**src/rtl/axis_rr_arbiter_8_if.sv**
```systemverilog
// Handshake/control bundle between the 8-input AXI-Stream mux, its downstream sink and the round-robin arbiter.
interface axis_rr_arbiter_8_if;
    logic [7:0] req;
    logic [2:0] sel;
    logic       mux_valid;
    logic       mux_ready;
    logic       valid_out;
    logic       ready_in;
    logic       grant_active;

    modport master (
        input  req,
        input  mux_valid,
        input  ready_in,
        output sel,
        output mux_ready,
        output valid_out,
        output grant_active
    );

    modport slave (
        output req,
        output mux_valid,
        output ready_in,
        input  sel,
        input  mux_ready,
        input  valid_out,
        input  grant_active
    );
endinterface

```
**src/rtl/axis_rr_arbiter_8.sv**
```systemverilog
// Round-robin, burst-holding grant controller for an 8-input AXI-Stream mux.
// Define AXIS_ARB_BURST_LIMIT_EN to cap each grant at MAX_BURST beats.
module axis_rr_arbiter_8 #(
    parameter int unsigned MAX_BURST = 4
) (
    input  logic                  clk,
    input  logic                  rst_n,
    axis_rr_arbiter_8_if.master   arb
);
    localparam int unsigned NumSrc = 8;
    localparam int unsigned IdxW   = 3;

    typedef enum logic {
        IDLE  = 1'b0,
        GRANT = 1'b1
    } state_e;

    if (MAX_BURST < 1 || MAX_BURST > 255) begin : g_max_burst_range
        $error("MAX_BURST must be within 1..255");
    end

    state_e            state_q, state_d;
    logic [IdxW-1:0]   sel_q, sel_d;
    logic [IdxW-1:0]   last_q, last_d;
    logic              grant_active;
    logic              pick_found;
    logic [IdxW-1:0]   pick_idx;

`ifdef AXIS_ARB_BURST_LIMIT_EN
    localparam int unsigned CntW = 8;
    localparam logic [CntW-1:0] BurstLast = CntW'(MAX_BURST - 1);

    logic [CntW-1:0]   burst_cnt_q, burst_cnt_d;
    logic              beat;
`endif

    assign grant_active = (state_q == GRANT);

    // Gating is combinational so reset or release drops the handshake in the same instant.
    assign arb.grant_active = grant_active;
    assign arb.sel          = sel_q;
    assign arb.valid_out    = grant_active & arb.mux_valid;
    assign arb.mux_ready    = grant_active & arb.ready_in;

`ifdef AXIS_ARB_BURST_LIMIT_EN
    assign beat = grant_active & arb.mux_valid & arb.ready_in;
`endif

    // Search last+1 .. last+8 (mod 8); the final step wraps back onto last itself.
    always_comb begin : rr_search
        pick_found = 1'b0;
        pick_idx   = last_q;
        for (int unsigned i = 1; i <= NumSrc; i++) begin
            if (!pick_found && arb.req[IdxW'(last_q + IdxW'(i))]) begin
                pick_found = 1'b1;
                pick_idx   = IdxW'(last_q + IdxW'(i));
            end
        end
    end

    always_comb begin : fsm_next
        state_d = state_q;
        sel_d   = sel_q;
        last_d  = last_q;
`ifdef AXIS_ARB_BURST_LIMIT_EN
        burst_cnt_d = burst_cnt_q;
`endif
        case (state_q)
            IDLE: begin
                if (pick_found) begin
                    sel_d   = pick_idx;
                    state_d = GRANT;
`ifdef AXIS_ARB_BURST_LIMIT_EN
                    burst_cnt_d = '0;
`endif
                end
            end
            GRANT: begin
                if (!arb.mux_valid) begin
                    last_d  = sel_q;
                    state_d = IDLE;
                end
`ifdef AXIS_ARB_BURST_LIMIT_EN
                else if (beat) begin
                    if (burst_cnt_q == BurstLast) begin
                        last_d  = sel_q;
                        state_d = IDLE;
                    end else begin
                        burst_cnt_d = burst_cnt_q + CntW'(1);
                    end
                end
`endif
            end
            default: state_d = IDLE;
        endcase
    end

    always_ff @(posedge clk or negedge rst_n) begin : fsm_regs
        if (!rst_n) begin
            state_q <= IDLE;
            sel_q   <= '0;
            last_q  <= IdxW'(NumSrc - 1);
        end else begin
            state_q <= state_d;
            sel_q   <= sel_d;
            last_q  <= last_d;
        end
    end

`ifdef AXIS_ARB_BURST_LIMIT_EN
    always_ff @(posedge clk or negedge rst_n) begin : burst_regs
        if (!rst_n) begin
            burst_cnt_q <= '0;
        end else begin
            burst_cnt_q <= burst_cnt_d;
        end
    end
`endif

endmodule

```
**src/flat_wrapper.sv**
```systemverilog
// flat-port wrapper written by rule: the top's interface ports become plain ports
module axis_rr_arbiter_8_flat 
#(
    parameter int unsigned MAX_BURST = 4
)
  (clk, rst_n, arb_req, arb_mux_valid, arb_ready_in, arb_sel, arb_mux_ready, arb_valid_out, arb_grant_active);
  axis_rr_arbiter_8_if arb_i ();
  input  logic clk;
  input  logic rst_n;
  input wire logic [$bits(arb_i.req)-1:0] arb_req;
  input wire logic [$bits(arb_i.mux_valid)-1:0] arb_mux_valid;
  input wire logic [$bits(arb_i.ready_in)-1:0] arb_ready_in;
  output wire logic [$bits(arb_i.sel)-1:0] arb_sel;
  output wire logic [$bits(arb_i.mux_ready)-1:0] arb_mux_ready;
  output wire logic [$bits(arb_i.valid_out)-1:0] arb_valid_out;
  output wire logic [$bits(arb_i.grant_active)-1:0] arb_grant_active;
  assign arb_i.req = arb_req;
  assign arb_i.mux_valid = arb_mux_valid;
  assign arb_i.ready_in = arb_ready_in;
  assign arb_sel = arb_i.sel;
  assign arb_mux_ready = arb_i.mux_ready;
  assign arb_valid_out = arb_i.valid_out;
  assign arb_grant_active = arb_i.grant_active;
  axis_rr_arbiter_8 #(.MAX_BURST(MAX_BURST)) u_core (.clk(clk), .rst_n(rst_n), .arb(arb_i));
endmodule
```
**config.mk**
```make
export PLATFORM = sky130hd
export DESIGN_NAME = axis_rr_arbiter_8_flat
export DESIGN_NICKNAME = d
export VERILOG_FILES = /design/src/rtl/axis_rr_arbiter_8_if.sv /design/src/rtl/axis_rr_arbiter_8.sv /design/src/flat_wrapper.sv
export SDC_FILE = /design/constraint.sdc
export NUM_CORES = 1
export LEC_CHECK = 0
export ABC_CLOCK_PERIOD_IN_PS = 4160
export BUFFER_PORTS_ARGS = -buffer_cell sky130_fd_sc_hd__buf_2
export CAP_MARGIN = 20
export CORE_MARGIN = 5
export CORE_UTILIZATION = 56
export DETAILED_ROUTE_END_ITERATION = 8
export HOLD_SLACK_MARGIN = 0.08
export MAX_ROUTING_LAYER = met4
export PLACE_DENSITY = 0.89
export SLEW_MARGIN = 20
export SYNTH_ARGS = -nofsm -noshare
export SYNTH_HDL_FRONTEND = slang
export SYNTH_SLANG_ARGS = --single-unit
```
**constraint.sdc**
```tcl
create_clock -name clk -period 4.16 [get_ports clk]
set_clock_uncertainty 0.2 [all_clocks]
set_input_delay 0.832 -clock clk [delete_from_list [all_inputs] [get_ports clk]]
set_output_delay 0.832 -clock clk [all_outputs]
set_load 0.05 [all_outputs]
```
==> results.cfg <==
[sta]
fmax_ghz = 0.2906
worstMarginPinSlew_ns = 0.4588
final_min_period_over_clock_period_pct = 82.73
rsz0062_at_grt = no
maxSlewViolCount = 0
relSlewSlack_pct = 68.54
min_period_ns = 3.442
finalHoldViolCount = 0
final.setup.tns_ns = 0
setup-violations-final = 0
holdWs_ns = 0.1971

[critical_path]
r2r_cells = 9
critPathMaxStageDelay_ns = 0.73
slowest_stage = dfstp_2
worstPathCellList = inv_1, ha_1, mux4_2, mux2i_2, o32ai_1, a22oi_1, a32oi_1, o21a_1, o21ai_1
r2r-end = u_core.arb.sel[1]
r2r_setup_slack_ns = 0.72
critical_path_peak_fanout = 16
end_kind = flip-flop
crit_family = multiplexers
critPathBufInv = 1
r2r-start = u_core.last_q[1]
arrival_ns = 3.42
start_kind = flip-flop
required_ns = 4.13
path_class = flip-flop to flip-flop

[yosys]
synth_edf_count = 0
async_flop_share_pct = 100.0
avgSynthCellArea_um2 = 10.47
synth_top_flop_cell = dfrtp_1
syn_nets = 117
yosysWarnings = 0
ys_seq_area_share_pct = 16.59
synth_cells = 103
synth-seq-cells = 7
synth_area_um2 = 1079
ys_types = 42

[min_path]
worst_hold_path_type = input pin to asynchronous set/reset pin

[placement]
placed_area_um2 = 1140
dp_hpwl_um = 1929
numPortBuffers = 17
dp_cells = 139
gp_congestion = 0.8666

[global_routing]
antenna_found_initial = 0
grt_pass1_wl_um = 4381
grt_pass1_vias = 945
grt_max_degree = 17
grt.overflow.total = 0
gr-usage-all-layers_pct = 21.27

[clock_network]
h-tree-depth = 1
clock_sinks = 7
clock_path_buffers = 2
clk_pin_slew_ns = 0.06
cts_setup_buffers = 0
clkLatencyLatePin_ns = 0.26
numCtsBuffers = 3
cts-resized-gates = 0
cts_tree = done
ctsHoldBuffers = 0
cts_root_buffer = clkbuf_4

[layout]
syn2layout_area_growth_pct = 8.121
multi_input_area_um2 = 829.5
antennaDiodeCount = 0
seq_area_um2 = 178.9
drive_gt1_share_pct = 38.98
fill_cells = 141
fin_area_um2 = 1166
nets = 133
layout.cells.non_filler = 143

[detailed_routing]
vias_per_cell = 6.329
dr.first_iter.drc_count = 22
dr.pass1.iters = 4
wire_per_inst_um = 16.82
final_antenna_net_count = 0
routed_wl_um = 2405
drc = 0
routed-via-count = 905

[floorplanning]
initial_utilization_pct = 60.49
rows = 15
die-area_um2 = 2904
pin_count = 18
die-width_um = 53.89
core_region_area_um2 = 1783
dieHeight_um = 53.89

[run_status]
status = finished clean

[flow_run]
drv_cap = 0
[worst register-to-register path, delay by kind of cell (launching register included)]
kind / cells / cell delay [ns]
buffers and inverters: 1 / 0.14
AOI/OAI and AO/OA: 5 / 0.85
adders and majority gates: 1 / 0.48
DFF: 1 / 0.73
muxes: 2 / 0.96
[area by class of cell]
| class | count | area share (%) |
|---|---|---|
| multi-input combinational | 86 | 71.14 |
| sequential | 7 | 15.34 |
| inverter | 4 | 1.288 |
| timing repair buffer | 17 | 7.296 |
| clock buffer | 4 | 2.253 |
| tap | 25 | 2.682 |
[routing by layer]
| layer | share of wire (%) | up-vias | track usage, % |
|---|---|---|---|
| li1 | - | 436 | - |
| met1 | 41 | 437 | 26.57 |
| met2 | 52 | 30 | 35.69 |
| met3 | 5.7 | 2 | 4.432 |
| met4 | 0.54 | 0 | 3.830 |
| met5 | 0 | - | - |
[cells in the mapped netlist, drive strengths merged, types with 2 or more instances]
library cell | number | area (um2)
mux4 | 11 | 259.0
nand2 | 11 | 41.29
o21ai | 10 | 50.05
a21oi | 7 | 38.79
buf | 6 | 55.05
mux2 | 6 | 75.07
dfrtp | 4 | 100.1
inv | 4 | 15.01
nor2 | 4 | 22.52
dfstp | 3 | 78.83
mux2i | 3 | 33.78
nor2b | 3 | 18.77
xnor2 | 3 | 26.28
a22oi | 2 | 15.01
and2 | 2 | 12.51
ha | 2 | 25.02
nand2b | 2 | 12.51
o211ai | 2 | 15.01
xor2 | 2 | 17.52
[cells in the final DEF (no fill, tap or decap), drive strengths merged, types with 2 or more instances in the layout]
cell,n
dfrtp,4
dfstp,3
a21oi,7
mux2,6
xor2,2
nor2,4
mux4,11
nand2,11
and2,2
o211ai,2
xnor2,3
buf,17
clkbuf,4
mux2i,3
a22oi,2
nor2b,3
ha,2
o21ai,10
inv,4
nand2b,2
[worst max path at each step]
| stage | start | to | cells past startpoint |
|---|---|---|---|
| after CTS | u_core.last_q[0] | u_core.arb.sel[1] | 9 |
| after floorplan | u_core.last_q[1] | u_core.arb.sel[2] | 12 |
| after global placement | u_core.last_q[0] | u_core.arb.sel[1] | 9 |
| final | u_core.last_q[1] | u_core.arb.sel[1] | 9 |
| after detailed placement | u_core.last_q[0] | u_core.arb.sel[1] | 9 |
| after global routing | u_core.last_q[0] | u_core.arb.sel[1] | 9 |
[state kept, by name (all words and copies together) (netlist names)]
signal	flops
u_core.last_q	3
u_core.arb.grant_active	1
u_core.arb.sel	3
[cell families (layout without fill, tap and decap cells)]
family          after synthesis  after routing  share of synthesized area (%)
compound gates               31             31                          20.30
simple gates                 28             28                          16.13
fa+ha+maj                     2              2                          2.320
xor+xnor                      5              5                          4.061
flops                         7              7                          16.59
buf+inv                      10             25                          6.496
mux                          20             20                          34.11
[metrics by stage]
step | worst slack, ns | utilization (%)
finish | 0.7183 | 65.40
global route | 0.5209 | 65.40
CTS | 0.7280 | 65.40
detailed placement | 0.7641 | 63.93
global placement | 0.8522 | 63.93
floorplan | 0.9630 | -
Power is not shown: default switching activity piles up to over one toggle a cycle in this logic, so the estimate is an artifact.
